--- src/rtl/cvxif_pkg.sv ---
// Shared types and constants for the CVXIF result writeback path.
package cvxif_pkg;

  // Instruction id width carried in a queued tag.
  localparam int CVXIF_ID_W = 4;

  // Major opcode of the custom-3 space used by the posit coprocessor.
  localparam logic [6:0] OPC_CUSTOM3 = 7'b1111011;

  // Destination register field inside a 32-bit instruction word.
  localparam int RD_LSB = 7;
  localparam int RD_MSB = 11;

  // One queued tag per accepted instruction, retired in issue order.
  typedef struct packed {
    logic [CVXIF_ID_W-1:0] id;
    logic [4:0]            rd;
    logic                  we;
  } tag_t;

endpackage

--- src/rtl/cvxif_tag_fifo.sv ---
// Show-ahead tag FIFO: same-cycle push+pop, drops pushes while full.
module cvxif_tag_fifo
  import cvxif_pkg::*;
#(
  parameter int DEPTH = 4,
  localparam int PTR_W = $clog2(DEPTH),
  localparam int CNT_W = PTR_W + 1
) (
  input  logic             clk,
  input  logic             rst,
  input  logic             push,
  input  tag_t             push_tag,
  input  logic             pop,
  output tag_t             pop_tag,
  output logic             full,
  output logic             empty,
  output logic [CNT_W-1:0] count,
  output logic             overflow
);

  tag_t             mem_q [DEPTH];
  tag_t             mem_d [DEPTH];
  logic [PTR_W-1:0] wr_ptr_q, wr_ptr_d;
  logic [PTR_W-1:0] rd_ptr_q, rd_ptr_d;
  logic [CNT_W-1:0] count_q, count_d;
  logic             do_push;
  logic             do_pop;

  assign full     = (count_q == CNT_W'(DEPTH));
  assign empty    = (count_q == '0);
  assign count    = count_q;
  assign pop_tag  = mem_q[rd_ptr_q];
  // A push into a full queue only lands when a pop frees a slot this cycle.
  assign overflow = push && full && !pop;

  // Next-state for storage, pointers and occupancy.
  always_comb begin
    // NOTE: every always_comb output gets a default first so no path infers a latch.
    mem_d    = mem_q;
    wr_ptr_d = wr_ptr_q;
    rd_ptr_d = rd_ptr_q;
    count_d  = count_q;
    do_push  = push && (!full || pop);
    do_pop   = pop && !empty;
    if (do_push) begin
      mem_d[wr_ptr_q] = push_tag;
      wr_ptr_d        = wr_ptr_q + PTR_W'(1);
    end
    if (do_pop) begin
      rd_ptr_d = rd_ptr_q + PTR_W'(1);
    end
    case ({do_push, do_pop})
      2'b10:   count_d = count_q + CNT_W'(1);
      2'b01:   count_d = count_q - CNT_W'(1);
      default: count_d = count_q;
    endcase
  end

  // Pointer and occupancy registers; reset empties the queue.
  always_ff @(posedge clk) begin
    // NOTE: sequential state uses non-blocking assignments so all flops update together.
    if (rst) begin
      wr_ptr_q <= '0;
      rd_ptr_q <= '0;
      count_q  <= '0;
    end else begin
      wr_ptr_q <= wr_ptr_d;
      rd_ptr_q <= rd_ptr_d;
      count_q  <= count_d;
    end
  end

  // Tag storage.
  always_ff @(posedge clk) begin
    // NOTE: storage is not reset; entries are only read once the count says they are valid.
    mem_q <= mem_d;
  end

endmodule

--- src/rtl/cvxif_result_stage.sv ---
// Writeback stage: pairs coprocessor results with in-order issue tags.
module cvxif_result_stage
  import cvxif_pkg::*;
#(
  parameter int DATA_W = 32,
  parameter int ID_W   = CVXIF_ID_W,
  parameter int DEPTH  = 4
) (
  input  logic                     clk,
  input  logic                     rst,
  input  logic                     issue_valid,
  input  logic                     issue_ready,
  input  logic                     issue_resp_accept,
  input  logic                     issue_resp_writeback,
  input  logic [31:0]              issue_req_instr,
  input  logic [ID_W-1:0]          issue_req_id,
  output logic                     issue_hold,
  input  logic                     cop_result_valid,
  output logic                     cop_result_ready,
  input  logic [DATA_W-1:0]        cop_result_data,
  output logic                     result_valid,
  input  logic                     result_ready,
  output logic [ID_W-1:0]          result_id,
  output logic [4:0]               result_rd,
  output logic                     result_we,
  output logic [DATA_W-1:0]        result_data,
  output logic [$clog2(DEPTH):0]   pending_count,
  output logic                     err_overflow,
  output logic                     err_orphan
);

  localparam int CNT_W = $clog2(DEPTH) + 1;

  tag_t              push_tag;
  tag_t              head_tag;
  logic              push;
  logic              xfer;
  logic              fifo_full;
  logic              fifo_empty;
  logic              fifo_overflow;
  logic [CNT_W-1:0]  fifo_count;

  logic              result_valid_q, result_valid_d;
  logic [ID_W-1:0]   result_id_q,    result_id_d;
  logic [4:0]        result_rd_q,    result_rd_d;
  logic              result_we_q,    result_we_d;
  logic [DATA_W-1:0] result_data_q,  result_data_d;
  logic              err_overflow_q, err_overflow_d;
  logic              err_orphan_q,   err_orphan_d;

  // Opcode and remaining instruction bits are decoded by the coprocessor, not here.
  logic unused_instr;
  assign unused_instr = (^issue_req_instr[31:RD_MSB+1]) ^ (issue_req_instr[RD_LSB-1:0] == OPC_CUSTOM3);

  assign push         = issue_valid && issue_ready && issue_resp_accept;
  assign push_tag.id  = issue_req_id;
  assign push_tag.rd  = issue_req_instr[RD_MSB:RD_LSB];
  // x0 is never written, so a writeback to rd=0 is squashed here.
  assign push_tag.we  = issue_resp_writeback && (issue_req_instr[RD_MSB:RD_LSB] != 5'd0);

  assign cop_result_ready = !rst && !fifo_empty && (!result_valid_q || result_ready);
  assign xfer             = cop_result_valid && cop_result_ready;

  cvxif_tag_fifo #(
    .DEPTH (DEPTH)
  ) u_tag_fifo (
    .clk      (clk),
    .rst      (rst),
    .push     (push),
    .push_tag (push_tag),
    .pop      (xfer),
    .pop_tag  (head_tag),
    .full     (fifo_full),
    .empty    (fifo_empty),
    .count    (fifo_count),
    .overflow (fifo_overflow)
  );

  assign issue_hold    = fifo_full;
  assign pending_count = fifo_count;
  assign result_valid  = result_valid_q;
  assign result_id     = result_id_q;
  assign result_rd     = result_rd_q;
  assign result_we     = result_we_q;
  assign result_data   = result_data_q;
  assign err_overflow  = err_overflow_q;
  assign err_orphan    = err_orphan_q;

  // Output register load/drain and sticky error accumulation.
  always_comb begin
    result_valid_d = result_valid_q;
    result_id_d    = result_id_q;
    result_rd_d    = result_rd_q;
    result_we_d    = result_we_q;
    result_data_d  = result_data_q;
    err_overflow_d = err_overflow_q || fifo_overflow;
    err_orphan_d   = err_orphan_q || (cop_result_valid && fifo_empty);
    if (xfer) begin
      result_valid_d = 1'b1;
      result_id_d    = head_tag.id;
      result_rd_d    = head_tag.rd;
      result_we_d    = head_tag.we;
      result_data_d  = cop_result_data;
    end else if (result_ready) begin
      result_valid_d = 1'b0;
    end
  end

  // Result and error registers; reset clears everything including held data.
  always_ff @(posedge clk) begin
    if (rst) begin
      result_valid_q <= 1'b0;
      result_id_q    <= '0;
      result_rd_q    <= '0;
      result_we_q    <= 1'b0;
      result_data_q  <= '0;
      err_overflow_q <= 1'b0;
      err_orphan_q   <= 1'b0;
    end else begin
      result_valid_q <= result_valid_d;
      result_id_q    <= result_id_d;
      result_rd_q    <= result_rd_d;
      result_we_q    <= result_we_d;
      result_data_q  <= result_data_d;
      err_overflow_q <= err_overflow_d;
      err_orphan_q   <= err_orphan_d;
    end
  end

endmodule
--- config.mk ---
export PLATFORM = sky130hd
export DESIGN_NAME = cvxif_result_stage
export DESIGN_NICKNAME = d
export VERILOG_FILES = /design/src/rtl/cvxif_pkg.sv /design/src/rtl/cvxif_tag_fifo.sv /design/src/rtl/cvxif_result_stage.sv
export SDC_FILE = /design/constraint.sdc
export NUM_CORES = 1
export LEC_CHECK = 0
export CELL_PAD_IN_SITES_DETAIL_PLACEMENT = 0
export CELL_PAD_IN_SITES_GLOBAL_PLACEMENT = 1
export CORE_ASPECT_RATIO = 0.8
export CORE_MARGIN = 2
export CORE_UTILIZATION = 34
export DETAILED_ROUTE_END_ITERATION = 7
export PLACE_DENSITY_LB_ADDON = 0.3
export SLEW_MARGIN = 20
export SYNTH_ARGS = -nofsm -noshare
export SYNTH_HDL_FRONTEND = slang
export SYNTH_SLANG_ARGS = --single-unit
--- constraint.sdc ---
create_clock -name clk -period 3.35 [get_ports clk]
set_input_delay 0.5025 -clock clk [delete_from_list [all_inputs] [get_ports clk]]
set_output_delay 0.5025 -clock clk [all_outputs]
set_load 0.01 [all_outputs]
==> flow_results.org <==
** Route
- DR DRC count :: 0
- Across all layers, the routed design uses between 2k and 2.5k vias.
- Average wire per cell in the routed design :: 14.6 um
- Number of design-rule violations left by the first detailed-router iteration :: ~140
- DRT Wirelength :: between 7000 and 8000 um
- Once detail routing completed, the nets flagged for antenna violations numbered 0.
- Using the TritonRoute via totals, the vias-per-cell ratio works out to around 4.6.
- The first detailed-routing pass ran for 4 iterations.

** Logic synthesis
- The average instance in the mapped netlist occupies 11.6 um^2.
- Share of the yosys chip area belonging to registers :: 0.646
- Register bit count reported by yosys :: just over 90
- Post-Syn Nets :: approximately 380
- Total number of yosys warnings :: 0
- Synthesis produced a netlist whose cell count is 300.
- Mapped Area :: about 3500 um^2
- Number of unique standard cell types used by synthesis :: 32

** Placed design
- The congestion estimate from routability-driven global placement came to between 0.7 and 0.8.
- During placement, the flow inserted port buffers numbering a little under 100.
- Counting tap cells, the placed design contains a total of 520 instances.
- OpenSTA, run right after detailed placement, puts the worst setup slack at around 560 ps.
- Once detailed placement completed, the half-perimeter wirelength came to roughly 5000 um.

** Global routing
- The first global-routing pass estimated roughly 12000 um of wire.
- Total Routing Usage GR :: 0.146
- Largest net degree at the start of global routing :: 54
- The number of antenna violations at the first check in global routing was 0.
- Vias in the first global route :: ~2.4k
- Summed over all layers, the global routing overflow is 0.

** Finish
- The repair_antennas step left the layout with diodes totalling 0.
- Area growth syn-to-layout :: 39.6%
- Net count reported at finish :: roughly 480
- Proportion of layout cells with a drive suffix above 1 :: 0.0775
- Number of non-filler instances in the completed layout :: between 500 and 600

** Flow run
- Number of max-capacitance violations reported :: 0

** Clocking
- Clock latency at the later pin of the worst-skew pair :: about 340 ps
- Library cell used as clock root buffer :: sky130_fd_sc_hd__clkbuf_16
- After clock tree synthesis, the clock-pin slew on the worst setup and hold paths is around 60 ps.
- TritonCTS built the clock tree.
- The clock tree synthesis step divided the H-tree into 3 levels.
- The longest clock path from root to sink contains 2 buffers.
- Post-CTS sizing :: 0
- The clock net in this run drives a total of 92 sinks.
- After clock tree synthesis, the setup repair step added 0 buffers.
- The number of clock buffers added by TritonCTS is 9.
- Hold bufs inserted after CTS :: 0

** Power and ir drop
- The completed layout was analyzed and its total power is 2.49 mW.
- Leakage power :: between 1.5 and 2 nW
- Maximum VDD drop :: approximately 0.00025 V
- Cell Pwr Density :: roughly 510 nW/um^2

** STA
- The number of pins exceeding their max-slew limit in the final report was 0.
- Across the routed clock network, the largest skew measured is around 6.3 ps.
- The worst pin sits at a relative slew slack of 0.470.
- Setup repair after global routing left no endpoint under its margin.
- Hold timing on the final database bottoms out at a slack of roughly 450 ps.
- The number of endpoints with negative hold slack in the final report is 0.
- Final setup violating endpoints :: 0
- Final Worst Setup Slack :: approximately 900 ps
- At the pin with the least slew margin, the transition time is ~800 ps.
- The worst path needs 2450 ps of the cycle, external delays included.
- Accumulated negative setup slack :: 0 ps
- Static timing analysis puts the maximum clock frequency at just over 400 MHz.
- Post-route fraction of the period consumed by the critical path :: 0.730

** Floorplanning
- Boundary pin count :: roughly 130
- Number of rows created at floorplan :: 32
- Die Span X :: about 120 um
- Floorplan Core Area :: just under 10000 um^2
- Area of the die :: roughly 11000 um^2
- Initial Util :: 0.355
- The floorplan step set the die height to 94.4 um.

** Setup path
- Walking the worst path, the cells encountered are clkdlybuf4s50_1, nand2b_4, or3_1, clkinv_4, ha_1, inv_1, fa_1, xor2_1, or3_1, a21oi_1.
- Critical path class :: input port to register
- Along the worst path, the maximum fanout reaches 2.
- Slowest stage cell, crit path :: sky130_fd_sc_hd__clkdlybuf4s50_1
- Longest individual stage delay on the worst path :: 530 ps
- Dominant delay contributor by cell family on the critical path :: simple AND/OR/NAND/NOR gates
- Arrival time at the worst endpoint :: 2710 ps
- Data on the critical path is required at its endpoint by 3620 ps.
- By instance count, the cell type seen most on the critical path is sky130_fd_sc_hd__or3_1.
- STA classifies the critical path startpoint as an input port.
- Kind of end point of the critical path :: register
- Together, buffers and inverters on the worst path number 3.

** Hold path
- Min-Delay Path Class :: register to register

** Outcome
- Outcome :: finished, final reports clean
==> placed cells by master, fill, tap and decap left out, drive strengths merged, types with 2 or more instances in the layout <==
master / count
a21o: 2
a21oi: 47
and3: 5
buf: 5
bufinv: 2
clkbuf: 11
clkdlybuf4s50: 97
clkinv: 2
dfxtp: 52
edfxtp: 40
ha: 5
inv: 7
mux4: 10
nand2: 85
nand2b: 2
nand3: 2
nor2: 8
nor3: 2
o21ai: 2
or3: 2
xor2: 2
==> cell usage after synthesis, drive strengths merged <==
master | count | area [um^2]
nor3b | 1 | 7.51
mux4 | 10 | 225
xor2 | 2 | 17.5
dfxtp | 52 | 1040
nor2 | 8 | 30.0
buf | 12 | 96.3
or3 | 2 | 12.5
a31oi | 1 | 6.26
nand2b | 2 | 20.0
nand2 | 85 | 319
a21oi | 47 | 235
inv | 6 | 22.5
ha | 5 | 62.6
nor2b | 1 | 6.26
and3 | 5 | 31.3
a21o | 2 | 15.0
nor3 | 2 | 10.0
or4 | 1 | 7.51
edfxtp | 40 | 1200
xnor2 | 1 | 8.76
nand3 | 2 | 10.0
mux2i | 1 | 10.0
fa | 1 | 20.0
and2 | 1 | 6.26
o21ai | 2 | 10.0
clkbuf | 6 | 22.5
clkinv | 1 | 8.76
o21a | 1 | 7.51
==> sequential cells by signal, summed over array words and instances, names as in the netlist <==
| name | cells |
|---|---|
| err_overflow | 1 |
| result_data | 32 |
| err_orphan | 1 |
| result_id | 4 |
| result_we | 1 |
| result_rd | 5 |
| result_valid | 1 |
| u_tag_fifo.count | 3 |
| u_tag_fifo.rd_ptr_q | 2 |
| u_tag_fifo.wr_ptr_q | 2 |
| u_tag_fifo.mem_q | 40 |
==> power breakdown <==
part | switching [mW] | internal (mW)
combinational | 0.0873 | 0.115
clock | 0.414 | 0.658
sequential | 0.0178 | 1.20
==> metal layers <==
metal,up-vias,track usage,part of all wire
li1,1218,-,-
met1,1186,0.184,0.46
met2,69,0.239,0.47
met3,8,0.0501,0.061
met4,0,0.0412,0.011
met5,-,0,0
==> worst paths after layout <==
check / start / endpoint / slack, ps / cells past startpoint
setup / recovery: cop_result_valid / u_tag_fifo.count[2] / 900 / 10
hold / removal: result_data[28] / result_data[28] / 450 / 2
setup reg to reg: u_tag_fifo.count[2] / u_tag_fifo.count[2] / 970 / 10
hold reg to reg: result_data[28] / result_data[28] / 450 / 2
==> kinds of logic after synthesis <==
family | after synthesis | synth area share
AOI/OAI and AO/OA | 53 | 0.0789
DFF | 92 | 0.646
muxes | 11 | 0.0678
buffers and inverters | 25 | 0.0433
adders and majority gates | 6 | 0.0238
xor gates and xnor gates | 3 | 0.00757
and+or+nand+nor | 110 | 0.133
==> worst reg2reg max path: cells and delay by family, from the launching register on <==
family / cells / cell delay (ps)
xor+xnor: 1 / 160
simple gates: 3 / 860
flops: 1 / 380
fa+ha+maj: 2 / 540
compound gates: 2 / 270
buf+inv: 2 / 110
==> through the flow <==
stage | utilization | area [um^2]
finish | 0.496 | 4850
global route | 0.496 | 4850
CTS | 0.496 | 4850
detailed placement | 0.463 | 4530
global placement | 0.463 | 4530
floorplan | - | 3470
==> area by class of cell <==
| cell class | instances | area [um^2] |
|---|---|---|
| multi-input combinational | 183 | 1080 |
| tap | 136 | 170 |
| sequential | 92 | 2240 |
| clock inverter | 5 | 85.1 |
| timing repair buffer | 102 | 1010 |
| clock buffer | 11 | 233 |
| fill | 958 | 4920 |
| inverter | 7 | 31.3 |
No activity file was read; power rests on OpenSTA's default activity.
